**src/rtl/conv_pkg.sv**
```systemverilog
// Shared definitions for the single-PE 3x3 convolution datapath.
// Holds element width, tile/kernel geometry and the loader state encoding so the
// loader, the PE and downstream stages agree on one set of constants.
package conv_pkg;

    localparam int unsigned DATA_W    = 8;
    localparam int unsigned MAT_N     = 4;
    localparam int unsigned KER_N     = 3;
    localparam int unsigned MAT_ELEMS = MAT_N * MAT_N;
    localparam int unsigned KER_ELEMS = KER_N * KER_N;

    // One index covers both kernel (0..8) and tile (0..15) positions.
    localparam int unsigned IDX_W = 4;
    localparam int unsigned CNT_W = 8;

    typedef enum logic [1:0] {
        StIdle,
        StLoadKer,
        StLoadMat,
        StRun
    } loader_state_e;

endpackage

```
**src/rtl/conv_tile_loader.sv**
```systemverilog
// conv_tile_loader
// Collects a byte stream into one 3x3 kernel and one 4x4 tile, presents both in
// parallel to the PE, releases the PE reset and waits for its completion flag.
// A frame is [9 kernel bytes] 16 tile bytes, row-major; the kernel bytes are left
// out when in_keep_ker is set with in_sof, in which case the stored kernel is reused.
// Ports:
//   clk, rst            clock, asynchronous active-high reset
//   in_data/in_valid    stream byte and its qualifier; in_sof marks first beat
//   in_keep_ker         sampled with in_sof: frame carries no kernel bytes
//   in_ready            beat = in_valid & in_ready
//   kernel_flat         element i (row-major) at [DATA_W*i +: DATA_W]
//   mat_flat            element i (row-major) at [DATA_W*i +: DATA_W]
//   pe_rst              high holds the PE idle; low while the PE runs
//   done_single         PE completion flag
//   busy                high whenever not idle
//   tile_done           1-cycle pulse when the PE finished the tile
//   frame_err           1-cycle pulse on a protocol violation
//   timeout_err         1-cycle pulse when done_single never arrived
module conv_tile_loader
    import conv_pkg::*;
#(
    parameter int unsigned DATA_W       = conv_pkg::DATA_W,
    parameter int unsigned DONE_TIMEOUT = 255
) (
    input  logic                          clk,
    input  logic                          rst,
    input  logic [DATA_W-1:0]             in_data,
    input  logic                          in_valid,
    input  logic                          in_sof,
    input  logic                          in_keep_ker,
    output logic                          in_ready,
    output logic [KER_ELEMS*DATA_W-1:0]   kernel_flat,
    output logic [MAT_ELEMS*DATA_W-1:0]   mat_flat,
    output logic                          pe_rst,
    input  logic                          done_single,
    output logic                          busy,
    output logic                          tile_done,
    output logic                          frame_err,
    output logic                          timeout_err
);

    localparam logic [CNT_W-1:0] TimeoutCnt = CNT_W'(DONE_TIMEOUT);
    localparam logic [IDX_W-1:0] KerLast    = IDX_W'(KER_ELEMS - 1);
    localparam logic [IDX_W-1:0] MatLast    = IDX_W'(MAT_ELEMS - 1);

    loader_state_e     state_q, state_d;
    logic [IDX_W-1:0]  idx_q, idx_d;
    logic [CNT_W-1:0]  cnt_q, cnt_d;
    logic [DATA_W-1:0] kernel_q [KER_ELEMS];
    logic [DATA_W-1:0] kernel_d [KER_ELEMS];
    logic [DATA_W-1:0] mat_q    [MAT_ELEMS];
    logic [DATA_W-1:0] mat_d    [MAT_ELEMS];
    logic              pe_rst_q, pe_rst_d;
    logic              in_ready_q, in_ready_d;
    logic              busy_q, busy_d;
    logic              tile_done_q, tile_done_d;
    logic              frame_err_q, frame_err_d;
    logic              timeout_err_q, timeout_err_d;
    logic              beat;

    always_comb begin
        state_d       = state_q;
        idx_d         = idx_q;
        cnt_d         = cnt_q;
        kernel_d      = kernel_q;
        mat_d         = mat_q;
        pe_rst_d      = pe_rst_q;
        tile_done_d   = 1'b0;
        frame_err_d   = 1'b0;
        timeout_err_d = 1'b0;
        beat          = in_valid && in_ready_q;

        unique case (state_q)
            StIdle, StLoadKer, StLoadMat: begin
                if (beat) begin
                    if (in_sof) begin
                        // SOF always starts a new frame; mid-frame it also drops the old one.
                        frame_err_d = (state_q != StIdle);
                        idx_d       = IDX_W'(1);
                        if (in_keep_ker) begin
                            mat_d[0] = in_data;
                            state_d  = StLoadMat;
                        end else begin
                            kernel_d[0] = in_data;
                            state_d     = StLoadKer;
                        end
                    end else if (state_q == StIdle) begin
                        frame_err_d = 1'b1;
                    end else if (state_q == StLoadKer) begin
                        kernel_d[idx_q] = in_data;
                        if (idx_q == KerLast) begin
                            idx_d   = '0;
                            state_d = StLoadMat;
                        end else begin
                            idx_d = idx_q + IDX_W'(1);
                        end
                    end else begin
                        mat_d[idx_q] = in_data;
                        if (idx_q == MatLast) begin
                            idx_d    = '0;
                            cnt_d    = '0;
                            pe_rst_d = 1'b0;
                            state_d  = StRun;
                        end else begin
                            idx_d = idx_q + IDX_W'(1);
                        end
                    end
                end
            end
            StRun: begin
                // done is checked first so it wins over a coincident timeout.
                if (done_single && !pe_rst_q) begin
                    tile_done_d = 1'b1;
                    pe_rst_d    = 1'b1;
                    state_d     = StIdle;
                end else if (cnt_q == TimeoutCnt) begin
                    timeout_err_d = 1'b1;
                    pe_rst_d      = 1'b1;
                    state_d       = StIdle;
                end else begin
                    cnt_d = cnt_q + CNT_W'(1);
                end
            end
            default: state_d = StIdle;
        endcase

        in_ready_d = (state_d != StRun);
        busy_d     = (state_d != StIdle);
    end

    always_ff @(posedge clk or posedge rst) begin
        if (rst) begin
            state_q       <= StIdle;
            idx_q         <= '0;
            cnt_q         <= '0;
            kernel_q      <= '{default: '0};
            mat_q         <= '{default: '0};
            pe_rst_q      <= 1'b1;
            in_ready_q    <= 1'b0;
            busy_q        <= 1'b0;
            tile_done_q   <= 1'b0;
            frame_err_q   <= 1'b0;
            timeout_err_q <= 1'b0;
        end else begin
            state_q       <= state_d;
            idx_q         <= idx_d;
            cnt_q         <= cnt_d;
            kernel_q      <= kernel_d;
            mat_q         <= mat_d;
            pe_rst_q      <= pe_rst_d;
            in_ready_q    <= in_ready_d;
            busy_q        <= busy_d;
            tile_done_q   <= tile_done_d;
            frame_err_q   <= frame_err_d;
            timeout_err_q <= timeout_err_d;
        end
    end

    for (genvar i = 0; i < KER_ELEMS; i++) begin : g_ker_flat
        assign kernel_flat[DATA_W*i +: DATA_W] = kernel_q[i];
    end

    for (genvar i = 0; i < MAT_ELEMS; i++) begin : g_mat_flat
        assign mat_flat[DATA_W*i +: DATA_W] = mat_q[i];
    end

    assign in_ready    = in_ready_q;
    assign pe_rst      = pe_rst_q;
    assign busy        = busy_q;
    assign tile_done   = tile_done_q;
    assign frame_err   = frame_err_q;
    assign timeout_err = timeout_err_q;

endmodule

```
**config.mk**
```make
export PLATFORM = sky130hd
export DESIGN_NAME = conv_tile_loader
export DESIGN_NICKNAME = d
export VERILOG_FILES = /design/src/rtl/conv_pkg.sv /design/src/rtl/conv_tile_loader.sv
export SDC_FILE = /design/constraint.sdc
export NUM_CORES = 1
export LEC_CHECK = 0
export BUFFER_PORTS_ARGS = -buffer_cell sky130_fd_sc_hd__buf_4
export CAP_MARGIN = 5
export CORE_UTILIZATION = 53
export DETAILED_ROUTE_END_ITERATION = 12
export PLACE_DENSITY = 0.81
export SLEW_MARGIN = 20
export SYNTH_ARGS = -nofsm -noshare
export SYNTH_HDL_FRONTEND = slang
export SYNTH_SLANG_ARGS = --single-unit
```
**constraint.sdc**
```tcl
create_clock -name clk -period 10.48 [get_ports clk]
set_input_delay 2.62 -clock clk [delete_from_list [all_inputs] [get_ports clk]]
set_output_delay 2.62 -clock clk [all_outputs]
set_load 0.03 [all_outputs]
```
==> Yosys cells after proc, flatten, opt, wreduce, memory -nomap -nowiden <==
Index checks and enable logic that the tools add are counted.
{ "totals": {"ff_bits": 220, "output_inout_bits": 206, "word_cells": 129} }
{ "classes": {"n_addsub": 2, "order_cmp": 2, "eq_ne": 19, "muxes": 52, "bitwise": 4, "n_reduce_logical": 16} }
{ "ops": {"columns": ["cell", "count"], "rows": [
  ["2-to-1 mux 128 bit", 2],
  ["2-to-1 mux 72 bit", 2],
  ["bitwise mux 128 bit", 1],
  ["2-to-1 mux 8 bit", 12],
  ["bitwise mux 72 bit", 1],
  ["demux 8 bit (select 4 bit)", 1],
  ["inequality test 2 bit (second input constant)", 11],
  ["2-to-1 mux 4 bit", 5],
  ["AND reduction 5 bit", 4],
  ["2-to-1 mux 2 bit", 9],
  ["2-to-1 mux 1 bit", 16],
  ["case mux 8 bit (2 select lines)", 1],
  ["adder 8 x 1 -> 8 bit (second input constant)", 1],
  ["equality test 4 bit (second input constant)", 2],
  ["equality test 8 bit (second input constant)", 1],
  ["AND reduction 7 bit", 1],
  ["AND reduction 6 bit", 1],
  ["nonzero test 2 bit", 3],
  ["greater-or-equal comparator 5 bit (second input constant)", 1],
  ["< comparator 5 x 1 -> 1 bit (second input constant)", 1],
  ["inverter 4 -> 5 bit", 1],
  ["adder 4 x 1 -> 4 bit (second input constant)", 1],
  ["equality test 2 bit (second input constant)", 2],
  ["case mux 2 bit (2 select lines)", 1],
  ["10 further kinds", 14]
]} }

==> Logic depth before layout (Yosys ltp) <==
{ "depth": {"word_depth": 9, "mapped_depth": 8, "ltp_nobuf": 6} }

==> Worst setup path before layout <==
No wires, ideal clock.
{ "synth_path": {"kind": "input to register", "from": "in in_sof", "to": "reg mat_q, in the netlist mat_flat[0]", "setup_time_ns": 0.121, "arrival_time_ns": 4.259, "path_slack_ns": 6.100, "path_stages": 8, "path_cell_list": "buf_2 > inv_1 > ha_1 > or3_1 > buf_2 > or3_4 > buf_6 > a22o_1"} }
{ "synth_between": {"elab_chain_cells": 2, "word_cells_on_any_way": 5, "cone_classes": "eq/ne (3); mux (1); reduce/logical (1)"} }
{ "synth_rtl": {"columns": ["element", "line_no", "rtl"], "rows": [
  ["start, declared", "conv_tile_loader.sv:29", "input logic in_sof,"],
  ["inequality test 2 x 1 -> 1 bit (no source line) / inequality test 2 bit (equally long branches)", null, null],
  ["AND reduction 5 bit (no source line)", null, null],
  ["end signal, assigned", "conv_tile_loader.sv:149", "mat_q <= mat_d;"],
  ["end, declared", "conv_tile_loader.sv:51", "logic [DATA_W-1:0] mat_q [MAT_ELEMS];"]
]} }
Parallel ways exist; a longest one is shown, timed or not.
A chain may end at the register's enable or synchronous reset.

==> Worst setup path after layout <==
{ "layout_path": {"from": "in in_sof", "to": "reg mat_q, in the netlist mat_flat[6]"} }
The elaborated chain is that of the path after synthesis.

==> flow_summary_export.csv <==
group,metric,value,unit
cells_and_area,fin_cells,1063,
cells_and_area,utilization,70.3,%
sta,rsz0062_at_grt,"no",
sta,report.final.slew_viol_count,0,
floorplan,core_area,0.0161,sq mm
sta,slew_headroom,41.1,%
routing,drt_iter0_markers,304,
global_route,grt_pass1_vias,6285,
synthesis,synth_area_leaders,"dfrtp_1 62%, mux2_2 22%, nand2_1 2.3%",
place,place_congestion,0.856,
cells_and_area,fin_nets,851,
clocking,path_clk_slew,60,ps
critical_path,crit_required,10920,ps
synthesis,synth-async-reset-ratio,100,%
run_status,outcome,"completed",
sta,tns,0,ps
routing,drt-pass1-iter-count,5,
critical_path,path_class,"in2reg",
clocking,htree_levels,1,
clocking,cts_tree,"built",
sta,max_freq,234,MHz
synthesis,synth_top_area_share,62.0,%
synthesis,yosys_most_used_dff,"dfrtp_1",
floorplan,pin_count,220,
cells_and_area,diodes,0,
floorplan,row_count,46,
routing,antenna_left,0,
critical_path,start_kind,"input port",
synthesis,synth_cell_types,49,
global_route,antenna_found_initial,0,
synthesis,post-synth-top-count-cell,"dfrtp_1",
synthesis,synth_edf_count,0,
synthesis,ys_seq_area_share,62.3,%
global_route,grt_pass1_wl,36.4,mm
routing,viasPerCell,5.67,
routing,via_count,6022,
cells_and_area,fin_area,0.0113,sq mm
routing,post_drt_wl_per_cell,21.4,um
global_route,grt_max_degree,155,
critical_path,crit_path_max_fanout,26,
routing,routed_wl,22.8,mm
critical_path,cp.arrival,4720,ps
routing,drc,0,
critical_path,end_kind,"flop",
clocking,ctsResizeCount,0,
synthesis,syn_inst,633,
floorplan,die-area,0.0172,sq mm
floorplan,start_util,55.1,%
flow_run,max-cap-violations,0,
sta,finalSetupViolations,0,
sta,post-route-min-period,4280,ps
sta,worst-slew-pin-transition,880,ps
pwr,p_per_area,280,mW/mm^2
clocking,clockBufferDepth,3,
global_route,grt_overflow,0,
sta,finClkSkew,14.2,ps
cells_and_area,syn_to_final_growth,27.7,%
clocking,cts_setup_buffers,0,
sta,finalHoldViolCount,0,
sta,period_share,40.9,%
synthesis,ys_ff_latch,220,
critical_path,ff2ff_setup_slack,7890,ps
floorplan,die_w,131,um
pwr,power.leakage,5.97,nW
place,dp_cells,1021,
clocking,cts_made_buffers,23,
place,dp.final_hpwl,15.0,mm
synthesis,synth_area_leader_cell,"dfrtp_1",
place,io_buffer_count,219,
clocking,cts_num_sinks,220,
clocking,cts-root-buf,"clkbuf_16",
global_route,grt.total_usage,27.3,%
synthesis,synth_common_cells,"219 x dfrtp_1, 175 x mux2_2, 54 x nand2_1",
floorplan,die_h,131,um
cells_and_area,drive_gt1_share,51.8,%
synthesis,syn_area,0.00884,sq mm
synthesis,yosys_warnings,0,
clocking,postCtsHoldBufs,0,
clocking,clock_latency,510,ps
place,place_area,0.0106,sq mm
min_path,min_path_type,"reg2reg",
synthesis,syn_avg_cell_area,14.0,sq um
pwr,max-vdd-ir-drop,0.163,mV
synthesis,synthesis.nets,654,
## per-stage QoR
stage	power (mW)	hold WS [ps]	worst slack, ps
6_report	3.16	489	6200
2_1_floorplan	1.93	489	1840
4_1_cts	3.18	488	6270
3_5_place_dp	2.39	473	5760
3_3_place_gp	2.35	466	5860
5_1_grt	3.29	510	6060
## sequential cells by signal, summed over array words and instances (netlist names)
| name | cells |
|---|---|
| kernel_flat | 72 |
| state_q | 2 |
| busy | 1 |
| frame_err | 1 |
| tile_done | 1 |
| pe_rst | 1 |
| timeout_err | 1 |
| idx_q | 4 |
| in_ready | 1 |
| cnt_q | 8 |
| mat_flat | 128 |
## power breakdown
part / leakage [nW] / total, mW / switching, mW / internal, mW
clock: 0.356 / 0.772 / 0.320 / 0.452
combinational: 2.63 / 1.16 / 0.711 / 0.446
sequential: 2.98 / 1.23 / 0.158 / 1.07
total: 5.97 / 3.16 / 1.19 / 1.97
## worst paths after layout
| path | start | depth (start not counted) | end |
|---|---|---|---|
| setup / recovery | in_sof | 6 | mat_flat[6]$_DFFE_PP0P_ |
| hold / removal | mat_flat[127]$_DFFE_PP0P_ | 2 | mat_flat[127]$_DFFE_PP0P_ |
| setup reg to reg | state_q[0]$_DFF_PP0_ | 5 | mat_flat[6]$_DFFE_PP0P_ |
| hold reg to reg | mat_flat[127]$_DFFE_PP0P_ | 2 | mat_flat[127]$_DFFE_PP0P_ |
| max in group asynchronous | rst | 3 | mat_flat[41]$_DFFE_PP0P_ |
| min in group asynchronous | rst | 2 | kernel_flat[16]$_DFFE_PP0P_ |
## per-layer routing
layer / GRT usage, % / wire [um] / up-vias
met5: 0 / 0 / -
met4: 9.80 / 657 / 0
met1: 33.9 / 9020 / 3116
met3: 5.09 / 1380 / 46
li1: - / - / 2624
met2: 47.4 / 11700 / 236
## kinds of logic (layout without fill, tap and decap cells)
logic type               after synthesis  after routing  synth area share, %
multiplexers                         177            177                 22.5
buffers and inverters                 54            268                 2.70
adder cells (fa/ha/maj)                7              7                0.990
flip-flops                           220            220                 62.3
AND/OR/NAND/NOR                      120            120                 7.15
AO/OA/AOI/OAI                         55             55                 4.36
## worst max-delay path: stages
cell and delay, ps:
buf_4 160, inv_1 150, ha_1 230, or3_1 690, a21oi_1 610, a22o_1 260
## cells in the final DEF, fill, tap and decap left out, types with 4 or more instances in the layout
| cell type | instances |
|---|---|
| ha_1 | 7 |
| dfrtp_1 | 219 |
| a22o_1 | 9 |
| nand3_1 | 10 |
| clkinv_2 | 6 |
| clkbuf_1 | 7 |
| nor2_1 | 6 |
| a21oi_1 | 7 |
| clkbuf_16 | 23 |
| mux2_2 | 175 |
| o31ai_1 | 10 |
| buf_4 | 221 |
| and3_1 | 15 |
| o21ai_0 | 14 |
| or3_1 | 4 |
| inv_1 | 4 |
| nand3b_1 | 4 |
| nand2_1 | 54 |
| nor2b_1 | 4 |
## layout make-up
cell class	instances	area (sq um)
flip-flops and latches	220	5510
fillers	1088	4770
multi-input cells	359	3100
repair buffers	221	1660
clock buffers	33	643
well taps	216	270
clock inverters	9	76.3
inverters	5	31.3
Note: power is estimated with default switching activity, not from simulation.
